### src/rtl/prime_seq_gen.sv
`timescale 1ns/1ps
// Sequential prime generator: enumerates primes 2..limit by trial division, one divisor per clock,
// and streams them over a valid/ready handshake. Define PRIME_SQRT_BOUND_EN to stop trials at div*div > cand.
module prime_seq_gen #(
  parameter int WIDTH = 16
) (
  input  logic             clk_i,
  input  logic             rst_i,
  input  logic             start_i,
  input  logic [WIDTH-1:0] limit_i,
  output logic             busy_o,
  output logic             done_o,
  output logic [WIDTH-1:0] prime_out_o,
  output logic             prime_valid_o,
  input  logic             prime_ready_i,
  output logic [WIDTH-1:0] prime_count_o
);

  typedef enum logic [1:0] {
    IDLE,
    CHECK,
    EMIT,
    FIN
  } state_e;

  state_e           state_q, state_d;
  logic [WIDTH-1:0] lim_q, lim_d;
  logic [WIDTH-1:0] count_q, count_d;
  logic [WIDTH:0]   cand_q, cand_d;
  logic [WIDTH:0]   div_q, div_d;

  logic             boundHit;
  logic             candDivides;
  logic             atLimit;
  logic [WIDTH:0]   remainder;

  // Candidate carries one extra bit so limit = 2^WIDTH-1 never wraps back to a small value.
`ifdef PRIME_SQRT_BOUND_EN
  logic [2*WIDTH+1:0] divSquare;
  assign divSquare = {{(WIDTH+1){1'b0}}, div_q} * {{(WIDTH+1){1'b0}}, div_q};
  assign boundHit  = divSquare > {{(WIDTH+1){1'b0}}, cand_q};
`else
  assign boundHit  = div_q > (cand_q >> 1);
`endif

  assign remainder   = cand_q % div_q;
  assign candDivides = (remainder == '0);
  assign atLimit     = (cand_q == {1'b0, lim_q});

  always_ff @(posedge clk_i) begin
    if (rst_i) begin
      state_q <= IDLE;
      lim_q   <= '0;
      count_q <= '0;
      cand_q  <= '0;
      div_q   <= (WIDTH+1)'(2);
    end else begin
      state_q <= state_d;
      lim_q   <= lim_d;
      count_q <= count_d;
      cand_q  <= cand_d;
      div_q   <= div_d;
    end
  end

  always_comb begin
    state_d = state_q;
    lim_d   = lim_q;
    count_d = count_q;
    cand_d  = cand_q;
    div_d   = div_q;
    unique case (state_q)
      IDLE: begin
        if (start_i) begin
          count_d = '0;
          if (limit_i > WIDTH'(1)) begin
            lim_d   = limit_i;
            cand_d  = (WIDTH+1)'(2);
            div_d   = (WIDTH+1)'(2);
            state_d = CHECK;
          end else begin
            state_d = FIN;
          end
        end
      end
      CHECK: begin
        if (boundHit) begin
          state_d = EMIT;
        end else if (candDivides) begin
          if (atLimit) begin
            state_d = FIN;
          end else begin
            cand_d = cand_q + 1'b1;
            div_d  = (WIDTH+1)'(2);
          end
        end else begin
          div_d = div_q + 1'b1;
        end
      end
      EMIT: begin
        if (prime_ready_i) begin
          count_d = count_q + 1'b1;
          if (atLimit) begin
            state_d = FIN;
          end else begin
            cand_d  = cand_q + 1'b1;
            div_d   = (WIDTH+1)'(2);
            state_d = CHECK;
          end
        end
      end
      FIN: begin
        state_d = IDLE;
      end
      default: begin
        state_d = IDLE;
      end
    endcase
  end

  // prime_out is gated so it reads zero whenever no prime is being offered.
  always_comb begin
    busy_o        = (state_q != IDLE);
    done_o        = (state_q == FIN);
    prime_valid_o = (state_q == EMIT);
    prime_out_o   = (state_q == EMIT) ? cand_q[WIDTH-1:0] : '0;
    prime_count_o = count_q;
  end

endmodule

### config.mk
export PLATFORM = sky130hd
export DESIGN_NAME = prime_seq_gen
export DESIGN_NICKNAME = d
export VERILOG_FILES = /design/src/rtl/prime_seq_gen.sv
export SDC_FILE = /design/constraint.sdc
export NUM_CORES = 1
export LEC_CHECK = 0
export CAP_MARGIN = 20
export CORE_UTILIZATION = 65
export CTS_BUF_LIST = sky130_fd_sc_hd__clkbuf_4 sky130_fd_sc_hd__clkbuf_8
export CTS_CLUSTER_DIAMETER = 100
export DETAILED_ROUTE_END_ITERATION = 12
export GPL_ROUTABILITY_DRIVEN = 0
export MAX_ROUTING_LAYER = met4
export PLACE_DENSITY = 0.9
export SLEW_MARGIN = 0
export SYNTH_ARGS = -nofsm -noshare
export SYNTH_HDL_FRONTEND = slang
export SYNTH_SLANG_ARGS = --single-unit
### constraint.sdc
create_clock -name clk_i -period 37.8 [get_ports clk_i]
set_input_delay 3.78 -clock clk_i [delete_from_list [all_inputs] [get_ports clk_i]]
set_output_delay 3.78 -clock clk_i [all_outputs]
set_load 0.02 [all_outputs]
==> results.ini <==
[floorplan]
core-area_um2=19500
design.portCount=55
fp.dieH_um=143
floorplan.initialDensity=0.665
fp-row-count=51
die_area_um2=20500
die_x_um=143

[grt]
grt_antenna_before_repair=0
grt_max_degree=27
grt_pass1_vias=14100
grt_first_pass_wirelength_mm=70.2
gr-total-overflow=0
grtUsageTotal=0.441

[setup_path]
r2r_cells=123
critPathArrivalTime_ns=36.30
critPathCaptureType=register
timing.rr.end=div_q[2]
worstPathRequired_ns=38.02
startpoint=div_q[12]
cpMostUsedCell=ha_1
slowest_stage=o31ai_2
worstPathMaxFanout=23
cp_slowest_stage_delay_ns=0.84
endpoint=div_q[2]
r2r-start=div_q[12]
start_kind=register
critical_path_class=register to register
regToRegSetupSlack_ns=1.72

[synthesis]
post_synth.cell_area_avg_um2=7.11
synth-simple-area-share=0.281
syn_area_um2=13000
synth_seq_cells=68
postSynthCellCount=1826
ys_top_cells_by_area=ha_1 (17%), dfxtp_1 (10%), nor2_1 (6.1%), a21oi_1 (5.7%), xnor2_1 (4.9%)
synth_compound_area_frac=0.287
synth_fa_ha_area_frac=0.173
synth.distinct_cells=96
yosysWarningCount=0
synth_top_family_by_area=compound AO/OA/AOI/OAI gates
netlist.area_leader.share=0.172
synth-edff-count=0
ys_seq_area_frac=0.105
synthesis.nets=2025
synth_xor_area_frac=0.0776
synth_area_leader_cell=ha_1
async_flop_share=0
synth.mux.area_fraction=0.0316
synth_flop_cell=dfxtp_1

[drt]
num_vias=15200
route.detailed.drc=0
vias_per_cell=7.21
dr.pass1.iters=9
drt_iter0_drc=2212
drt_wl_total_mm=44.5
drtAntennaViolNets=0
wire_per_inst_um=21.1

[timing]
period_minus_slack_ns=36.08
slew_headroom=0.293
tightest_slew_ns=1.06
setup_violations=0
rsz0062_at_grt=no
fmax_mhz=27.7
hold_viol=0
fin_crit_sh=0.954
final.setup.tns_ns=0
fin_skew_ns=0.0150
slew_violations=0

[hold_path]
min-delay-start=prime_count_o[5]
hold_path.class=register to register
min_path_cells=2

[cells_and_area]
nets=2038
final_cell_mix=nor2_1 (211), ha_1 (178), nand2_1 (155)
final-instance-count-excl-fill=2109
utilization=0.713
diodes=0
postLayoutCellArea_um2=13900
final_common_cell=nor2_1
drive_gt1_frac=0.0559
syn2layout_area_growth_pct=7.21

[cts]
path_clk_slew_ns=0.09
cts_num_sinks=68
cts_tree=done
clockBufferDepth=2
clock_latency_ns=0.37
cts-buffers-inserted=9
ctsHoldBuffers=0
cts_root_buf=clkbuf_8
htreeDepth=3

[placement]
dp_hpwl_mm=33.6
dp.cells=2090
placed_area_um2=13600
portBuffers=54

[run]
maxCapViolCount=0

[run_status]
status=finished clean

==> what timing repair did <==
action	in CTS	in global routing
resized for setup	0	15
buffers inserted	0	2
endpoints found under the setup margin	0	36
==> cell type report <==
type	count	area (um^2)
clock buffer	9	124
clock inverter	7	81.3
fill	1575	5610
inverter	77	289
multi-input combinational	1614	11100
sequential	68	1360
tap	265	332
timing repair buffer	69	653
==> kinds of logic (layout without fill, tap and decap cells) <==
kind of cell    after synthesis  count (layout)
fa+ha+maj                   179             179
xor+xnor                    115             115
compound gates              552             552
simple gates                729             729
flops                        68              68
buf+inv                     144             162
mux                          39              39
==> per-stage QoR <==
| step | hold slack [ns] | setup slack, ns |
|---|---|---|
| floorplan | 0.482 | 7.30 |
| global placement | 0.483 | 2.39 |
| detailed placement | 0.500 | 1.08 |
| CTS | 0.513 | 0.998 |
| global route | 0.542 | 0.00730 |
| finish | 0.512 | 1.72 |
==> worst max-delay path: cells and delay by family (launching register included) <==
kind	cells	cell delay, ns
compound gates	61	18.06
simple gates	39	10.70
fa+ha+maj	16	5.32
mux	2	0.72
buf+inv	5	0.61
flops	1	0.45
==> how the worst min path moves through the flow <==
stage | slack [ns] | to
CTS | 0.51 | prime_count_o[5]
global route | 0.54 | lim_q[6]
global placement | 0.48 | prime_count_o[5]
finish | 0.51 | prime_count_o[5]
floorplan | 0.48 | lim_q[0]
detailed placement | 0.50 | prime_count_o[5]
==> routing by layer <==
layer	track usage	share of wire	wire length, um
met2	0.664	0.43	19000
met1	0.531	0.37	16700
met3	0.104	0.12	5560
met5	-	0	0
met4	0.269	0.074	3290
==> cell usage after synthesis (19+ instances only) <==
cell / n
or3_1: 46
ha_1: 178
inv_1: 77
xor2_1: 42
mux2i_1: 29
nor4_1: 21
clkbuf_1: 47
o21ai_0: 98
a31oi_1: 34
nor2_1: 212
nand2_1: 155
nor2b_1: 20
xnor2_1: 73
o21a_1: 46
o211ai_1: 19
a21oi_1: 147
nand3_1: 59
or2_2: 19
and3_1: 29
nor3_1: 59
dfxtp_1: 68
nand4_1: 34
a21o_1: 35
a211oi_1: 20
==> state kept, by name (all words and copies together), names as in the netlist <==
signal and cells:
cand_q 17, div_q 17, lim_q 16, prime_count_o 16, state_q 2
Power is left out: the tool's default activity adds up to more than one toggle a clock period on the data nets, which glitch-free logic cannot reach.
